### config.mk
export PLATFORM = sky130hd
export DESIGN_NAME = rr_dispatcher
export DESIGN_NICKNAME = d
export VERILOG_FILES = /design/src/rtl/lb_dispatch_pkg.sv /design/src/rtl/rr_dispatcher_upcounter.sv /design/src/rtl/rr_dispatcher.sv
export SDC_FILE = /design/constraint.sdc
export NUM_CORES = 1
export LEC_CHECK = 0
export BUFFER_PORTS_ARGS = -buffer_cell sky130_fd_sc_hd__buf_2
export CAP_MARGIN = 20
export CORE_UTILIZATION = 47
export DETAILED_ROUTE_END_ITERATION = 16
export PLACE_DENSITY = 0.85
export SKIP_LAST_GASP = 1
export SYNTH_ARGS = -nofsm -noshare
export SYNTH_HDL_FRONTEND = slang
export SYNTH_HIERARCHICAL = 1
export SYNTH_SLANG_ARGS = --single-unit
### constraint.sdc
create_clock -name clk -period 3.2 [get_ports clk]
set_clock_uncertainty 0.15 [all_clocks]
set_input_delay 0.16 -clock clk [delete_from_list [all_inputs] [get_ports clk]]
set_output_delay 0.16 -clock clk [all_outputs]
set_load 0.02 [all_outputs]
### src/rtl/lb_dispatch_pkg.sv
// lb_dispatch_pkg: shared types and the circular lane search used by rr_dispatcher.
// Revision: 1.0
`default_nettype none

package lb_dispatch_pkg;

  localparam int MAX_LANES = 16;
  localparam int STAT_W    = 32;

  typedef logic [$clog2(MAX_LANES)-1:0] lane_idx_t;

  typedef enum logic {
    BUF_EMPTY = 1'b0,
    BUF_OFFER = 1'b1
  } buf_state_t;

  // First enabled lane after cur (wrapping over n lanes); cur itself when none other is enabled.
  function automatic lane_idx_t next_lane(input lane_idx_t              cur,
                                          input logic [MAX_LANES-1:0] mask,
                                          input int                   n);
    lane_idx_t sel;
    lane_idx_t idx;
    logic      found;
    sel   = cur;
    found = 1'b0;
    for (int k = 1; k < MAX_LANES; k++) begin
      idx = lane_idx_t'((int'(cur) + k) % n);
      if (k < n && !found && mask[idx]) begin
        sel   = idx;
        found = 1'b1;
      end
    end
    return sel;
  endfunction

endpackage

`default_nettype wire

### src/rtl/rr_dispatcher_upcounter.sv
// rr_dispatcher_upcounter: saturating up-counter, cleared whenever en_i is low; max_tick_o at all-ones.
// Revision: 1.0
`default_nettype none

module rr_dispatcher_upcounter #(
  parameter int COUNT_BITS = 3
) (
  input  logic clk,
  input  logic resetn,
  input  logic en_i,
  output logic max_tick_o
);

  logic [COUNT_BITS-1:0] count_q;

  always_ff @(posedge clk) begin
    if (!resetn) begin
      count_q <= '0;
    end else if (!en_i) begin
      count_q <= '0;
    end else if (count_q != '1) begin
      count_q <= count_q + 1'b1;
    end
  end

  assign max_tick_o = (count_q == '1);

endmodule

`default_nettype wire

### src/rtl/rr_dispatcher.sv
// rr_dispatcher: round-robin valid/ready dispatcher with lane masking and stall-timeout failover.
// Optional statistics outputs under macro DISPATCH_STATS_EN.  Revision: 1.0
`default_nettype none

module rr_dispatcher
  import lb_dispatch_pkg::*;
#(
  parameter int NUM_LANES    = 4,
  parameter int DATA_W       = 64,
  parameter int TIMEOUT_BITS = 3
) (
  input  logic                         clk,
  input  logic                         resetn,
  input  logic                         s_valid,
  output logic                         s_ready,
  input  logic [DATA_W-1:0]            s_data,
  input  logic [NUM_LANES-1:0]         lane_mask,
  output logic [NUM_LANES-1:0]         m_valid,
  input  logic [NUM_LANES-1:0]         m_ready,
  output logic [DATA_W-1:0]            m_data,
  output logic [$clog2(NUM_LANES)-1:0] cur_lane,
  output logic                         timeout_pulse
`ifdef DISPATCH_STATS_EN
  ,
  output logic [STAT_W-1:0]            stat_beats,
  output logic [STAT_W-1:0]            stat_timeouts
`endif
);

  localparam int LW = $clog2(NUM_LANES);

  buf_state_t       state_q;
  logic [DATA_W-1:0] data_q;
  logic [LW-1:0]    cur_lane_q;
  logic [LW-1:0]    cur_lane_d;
  logic             pulse_q;

  logic                 w_full;
  logic                 w_cur_en;
  logic [NUM_LANES-1:0] w_m_valid;
  logic                 w_xfer;
  logic                 w_s_ready;
  logic                 w_accept;
  logic                 w_timer_en;
  logic                 w_max_tick;
  logic                 w_failover;
  logic                 w_advance;

  assign w_full     = (state_q == BUF_OFFER);
  assign w_cur_en   = lane_mask[cur_lane_q];
  assign w_m_valid  = (w_full && w_cur_en) ? (NUM_LANES'(1) << cur_lane_q) : '0;
  assign w_xfer     = |(w_m_valid & m_ready);
  assign w_s_ready  = !w_full || w_xfer;
  assign w_accept   = s_valid && w_s_ready;

  // The enable drops on max_tick so the timer restarts from zero after every failover.
  assign w_timer_en = w_full && !m_ready[cur_lane_q] && w_cur_en && !w_max_tick;
  assign w_failover = w_max_tick && w_full && !w_xfer;
  assign w_advance  = w_xfer || w_failover || (w_full && !w_cur_en);

  rr_dispatcher_upcounter #(
    .COUNT_BITS (TIMEOUT_BITS)
  ) u_stall_timer (
    .clk        (clk),
    .resetn     (resetn),
    .en_i       (w_timer_en),
    .max_tick_o (w_max_tick)
  );

  always_comb begin
    cur_lane_d = cur_lane_q;
    if (w_advance) begin
      cur_lane_d = LW'(next_lane(lane_idx_t'(cur_lane_q), MAX_LANES'(lane_mask), NUM_LANES));
    end
  end

  always_ff @(posedge clk) begin
    if (!resetn) begin
      state_q    <= BUF_EMPTY;
      data_q     <= '0;
      cur_lane_q <= '0;
      pulse_q    <= 1'b0;
    end else begin
      case (state_q)
        BUF_EMPTY: if (w_accept) state_q <= BUF_OFFER;
        BUF_OFFER: if (w_xfer && !w_accept) state_q <= BUF_EMPTY;
        default:   state_q <= BUF_EMPTY;
      endcase
      if (w_accept) data_q <= s_data;
      cur_lane_q <= cur_lane_d;
      pulse_q    <= w_failover;
    end
  end

  assign s_ready       = w_s_ready;
  assign m_valid       = w_m_valid;
  assign m_data        = data_q;
  assign cur_lane      = cur_lane_q;
  assign timeout_pulse = pulse_q;

`ifdef DISPATCH_STATS_EN
  logic [STAT_W-1:0] beats_q;
  logic [STAT_W-1:0] timeouts_q;

  always_ff @(posedge clk) begin
    if (!resetn) begin
      beats_q    <= '0;
      timeouts_q <= '0;
    end else begin
      if (w_xfer && beats_q != '1)        beats_q    <= beats_q + 1'b1;
      if (w_failover && timeouts_q != '1) timeouts_q <= timeouts_q + 1'b1;
    end
  end

  assign stat_beats    = beats_q;
  assign stat_timeouts = timeouts_q;
`endif

endmodule

`default_nettype wire

==> results of run 1 <==
## state kept, by name, summed over array words and instances (netlist names)
| name | flops |
|---|---|
| m_data | 64 |
| u_stall_timer/count_q | 3 |
| cur_lane | 2 |
| state_q | 1 |
| timeout_pulse | 1 |
## worst max-delay path, cell delays in order, from the launching register on
cell and delay, ns:
dfxtp_1 0.65, ha_1 0.28, a22oi_1 0.13, a21bo_4 0.27
a21boi_4 0.55, buf_4 0.39, nand2_1 0.13, a21boi_2 0.13
## metal layers
metal / wire, um / vias to the layer above / global-route usage [%]
met1: 3530 / 1504 / 24.6
met3: 573 / 35 / 7.20
li1: - / 1524 / -
met5: 0 / - / 0
met2: 4960 / 141 / 49.0
met4: 323 / 0 / 12.8
## cells in the mapped netlist
library cell | number | area share, %
a21bo_2 | 1 | 0.31
a21bo_4 | 1 | 0.50
a21boi_0 | 4 | 0.92
a21boi_1 | 1 | 0.23
a21boi_2 | 60 | 21
a21oi_1 | 3 | 0.46
a22oi_1 | 2 | 0.46
a41oi_1 | 1 | 0.27
and2_1 | 2 | 0.38
and3_1 | 5 | 0.96
buf_2 | 6 | 0.92
buf_4 | 1 | 0.23
buf_6 | 2 | 0.69
buf_8 | 6 | 2.8
clkbuf_1 | 7 | 0.81
dfxtp_1 | 71 | 44
ha_1 | 7 | 2.7
inv_1 | 5 | 0.58
mux2_2 | 1 | 0.35
mux2i_1 | 3 | 0.92
mux4_2 | 5 | 3.5
nand2_1 | 131 | 15
nor2_1 | 3 | 0.35
nor2b_1 | 1 | 0.19
nor3_1 | 2 | 0.31
o21a_1 | 2 | 0.46
o21ai_0 | 3 | 0.46
o31a_1 | 1 | 0.27
xnor2_1 | 1 | 0.27
xor2_1 | 1 | 0.27
## power by group
part	total, uW	internal [uW]	switching (uW)
registers	1000	950	52.9
clock network	867	536	331
logic	623	281	341
total	2490	1770	725
## cell families after synthesis
family,count (synthesis),synth area share (%)
simple gates,144,17.3
compound gates,79,25.1
flops,71,43.7
buf+inv,27,6.00
mux,9,4.73
fa+ha+maj,7,2.69
xor+xnor,2,0.538
## final timing paths
path / slack (ns) / endpoint
max: 0.43 / m_data[22]
min: 0.23 / u_stall_timer/count_q[1]
max reg2reg: 0.43 / m_data[22]
min reg2reg: 0.31 / m_data[9]
## final cells by class
class,count,area share [%]
flip-flops and latches,71,29.3
inverters,5,0.387
multi-input cells,242,34.3
clock buffers,10,2.84
well taps,77,1.99
repair buffers,214,29.0
clock inverters,5,2.19
## stage by stage
| stage | worst slack [ns] | hold slack, ns | power [uW] |
|---|---|---|---|
| 2_1_floorplan | 0.840 | 0.134 | 1420 |
| 3_3_place_gp | 0.305 | 0.245 | 1540 |
| 3_5_place_dp | 0.222 | 0.252 | 1560 |
| 4_1_cts | 0.204 | 0.198 | 2500 |
| 5_1_grt | 0.233 | 0.249 | 2610 |
| 6_report | 0.429 | 0.227 | 2490 |
## timing repair
action                                  4_1_cts  5_1_grt
hold endpoints to repair                     65        0
endpoints found under the setup margin        0       16
hold buffers                                 65        0
==> results_dict.tcl, run 1 <==
set metrics [dict create \
    status "finished, final reports clean" \
    post-cts-setup-buffers 0 \
    syn_avg_cell_area_um2 9.60 \
    fin_crit_sh_pct 86.6 \
    grt_max_degree 70 \
    clockBufferDepth 2 \
    grt_pass1_vias 3226 \
    setup_viol 0 \
    dr.pass1.iters 4 \
    multi_input_area_um2 1660 \
    die_x_um 85.2 \
    max_slew.worst_pin.slew_ns 0.985 \
    gp_congestion 0.773 \
    regArea_um2 1420 \
    dp.cells 543 \
    drive_gt1_share_pct 42.8 \
    ys_ff_latch 71 \
    grt_pass1_wl_um 14400 \
    cts-root-buf "clkbuf_8" \
    drc_errors 0 \
    ctsResizeCount 0 \
    drt-vias-per-instance 5.13 \
    place_area_um2 3940 \
    hold_path.class "primary input to register" \
    path_clk_slew_ns 0.07 \
    slew_headroom_pct 34.4 \
    nNetsFinal 625 \
    worstSetupStartpointType "register" \
    synth_area_um2 3260 \
    instances_no_fill 624 \
    synth_warnings 6 \
    hold_path_depth 5 \
    stdcell_area_um2 4850 \
    irDropWorstVdd_uv 344 \
    rsz0062_at_grt "no" \
    yosysSeqAreaShare_pct 43.7 \
    initial_utilization_pct 49.8 \
    max_freq_mhz 361 \
    cts.sinks 71 \
    drtAntennaViolNets 0 \
    wl_per_cell_um 15.0 \
    cts_tree "yes" \
    post-route-min-period_ns 2.77 \
    maxCapViolCount 0 \
    min_from "m_ready[1]" \
    final_cell_mix "146 x buf_2, 131 x nand2_1, 71 x dfxtp_1" \
    insertion_delay_ns 0.33 \
    synthDistinctLibCells 30 \
    crit_type "register to register" \
    p_leak_uw 0.00221 \
    cp-startpoint "cur_lane[0]" \
    fillCellCount 470 \
    fin_util_pct 74.2 \
    grt_overflow 0 \
    final_common_cell "buf_2" \
    vias 3204 \
    hpwl_um 5140 \
    core_area_um2 6530 \
    cts_buffers 9 \
    totalWireLength_um 9390 \
    synthCells 339 \
    htree_levels 3 \
    regToRegStartpoint "cur_lane[0]" \
    rows 29 \
    powerDensity_nw_per_um2 514 \
    antenna_found_initial 0 \
    cp.required_ns 3.32 \
    final-hold-violation-count 0 \
    r2r_cells 7 \
    diodes 0 \
    crit_fanout 26 \
    die_area_um2 7260 \
    drv_slew 0 \
    chipHeight_um 85.2 \
    io_buffers 146 \
    cp-end-kind "register" \
    track_usage_pct 25.5 \
    synth_nets 421 \
    worstPathArrival_ns 2.89 \
    ios 147 \
    fin_tns_setup_ns 0 \
    area.growth.synth_to_final_pct 48.8 \
    first_iter_violations 84 \
]
Power figures use the tool's default switching activity.
==> inputs of run 2 (changes only) <==
--- a/config.mk
+++ b/config.mk
@@ -12,2 +12,3 @@
 export PLACE_DENSITY = 0.85
+export SKIP_CTS_REPAIR_TIMING = 1
 export SKIP_LAST_GASP = 1
--- a/constraint.sdc
+++ b/constraint.sdc
@@ -4,2 +4,2 @@
 set_output_delay 0.16 -clock clk [all_outputs]
-set_load 0.02 [all_outputs]
+set_load 0.005 [all_outputs]
==> results_dict.tcl, run 2 (synthesis results as in run 1) <==
set metrics [dict create \
    status "finished, final reports clean" \
    worstSetupStartpointType "register" \
    core_area_um2 6530 \
    grt_pass1_wl_um 11900 \
    netSwitchingFraction_pct 26.8 \
    clockBufferDepth 2 \
    fin_total_pwr_uw 2410 \
    drt-vias-per-instance 5.15 \
    fillCellCount 466 \
    track_usage_pct 20.7 \
    setup_viol 0 \
    wl_per_cell_um 15.1 \
    ios 147 \
    cts_buffers 9 \
    cp-end-kind "register" \
    drive_gt1_share_pct 42.8 \
    rows 29 \
    cts.sinks 71 \
    dr.pass1.iters 6 \
    worstPathArrival_ns 2.93 \
    r2r-end "m_data[22]" \
    post-route-min-period_ns 2.81 \
    min_from "m_ready[1]" \
    final-hold-violation-count 0 \
    chipHeight_um 85.2 \
    regToRegStartpoint "cur_lane[0]" \
    p_int_uw 1770 \
    slew_headroom_pct 35.5 \
    grt_pass1_vias 2802 \
    first_iter_violations 97 \
    pwr-share-clk_pct 35.9 \
    totalWireLength_um 9420 \
    fin_util_pct 74.2 \
    io_buffers 146 \
    p_seq_share_pct 41.6 \
    cp-startpoint "cur_lane[0]" \
    die_area_um2 7260 \
    hold_path_end "u_stall_timer/count_q[1]" \
    cp.required_ns 3.32 \
    cpPeakStageDelay_ns 0.66 \
    hold_path_depth 5 \
    diodes 0 \
    max_slew.worst_pin.slew_ns 0.967 \
    insertion_delay_ns 0.33 \
    fin_tns_setup_ns 0 \
    grt_max_degree 70 \
    fin_crit_sh_pct 87.9 \
    irDropWorstVdd_uv 347 \
    drtAntennaViolNets 0 \
    crit_type "register to register" \
    final_cell_mix "146 x buf_2, 131 x nand2_1, 71 x dfxtp_1" \
    vias 3211 \
    maxCapViolCount 0 \
    initial_utilization_pct 49.8 \
    path_clk_slew_ns 0.07 \
    cts_tree "yes" \
    hpwl_um 5140 \
    antenna_found_initial 0 \
    slowest_stage "dfxtp_1" \
    largest_reg_flops 64 \
    layout_setup_ws_ns 0.388 \
    gp_congestion 0.773 \
    nNetsFinal 625 \
    max_freq_mhz 356 \
    drv_slew 0 \
    area.growth.synth_to_final_pct 48.8 \
    die_x_um 85.2 \
    r2r_cells 7 \
    powerDensity_nw_per_um2 498 \
    final_common_cell "buf_2" \
    crit_chain "ha_1 -> a22oi_1 -> a21bo_4 -> a21boi_4 -> buf_4 -> nand2_1 -> a21boi_2" \
    hold_path.class "primary input to register" \
    rsz0062_at_grt "no" \
    grt_overflow 0 \
    netSwitchingPower_uw 647 \
    crit_fanout 26 \
    rrSetupSlack_ns 0.39 \
    cts-root-buf "clkbuf_8" \
    drc_errors 0 \
    whs_ns 0.232 \
    htree_levels 3 \
    comb_power_share_pct 22.5 \
    pre_cts_slack_ns 0.222 \
    p_leak_uw 0.00221 \
]
[run 2: cell counts in the layout (fill, tap and decap cells not counted)]
Identical to the previous run, type by type.
[run 2: per-stage QoR]
stage                     area (um2)  instances
after global routing            4850        624
final                           4850        624
after floorplan                 3260        339
after global placement          3940        543
after detailed placement        3940        543
after CTS                       4180        558
[run 2: cell type report]
class	count	area [um2]	share of cell area (%)
tap	77	96.3	1.99
inverter	5	18.8	0.387
clock buffer	10	138	2.84
multi-input combinational	242	1660	34.3
sequential	71	1420	29.3
timing repair buffer	214	1400	29.0
clock inverter	5	106	2.19
[run 2: metal layers]
metal  GRT usage [%]  part of all wire (%)  vias up  wire, um
met3            6.32                   5.7       27       540
met5               0                     0        -         0
met4            8.32                   3.0        0       280
met1            20.3                    38     1512      3540
li1                -                     -     1529         -
met2            40.2                    54      143      5060
[run 2: worst max-delay path: cells and delay by family, from the launching register on]
kind | cells | cell delay (ns)
AO/OA/AOI/OAI | 4 | 1.10
flip-flops | 1 | 0.66
buffers and inverters | 1 | 0.39
adder cells (fa/ha/maj) | 1 | 0.30
AND/OR/NAND/NOR | 1 | 0.13
[run 2: worst max path at each step]
stage	slack (ns)	end
after floorplan	0.96	cur_lane[1]
after global placement	0.31	m_data[9]
after detailed placement	0.22	m_data[12]
after CTS	0.20	m_data[12]
after global routing	0.23	m_data[4]
final	0.39	m_data[22]
[run 2: power by group through the flow]
stage / clock network [uW] / registers, uW / logic [uW]
after floorplan: 0 / 1010 / 324
after global placement: 0 / 1010 / 443
after detailed placement: 0 / 1020 / 463
after CTS: 896 / 999 / 464
after global routing: 922 / 1010 / 592
final: 866 / 1000 / 544
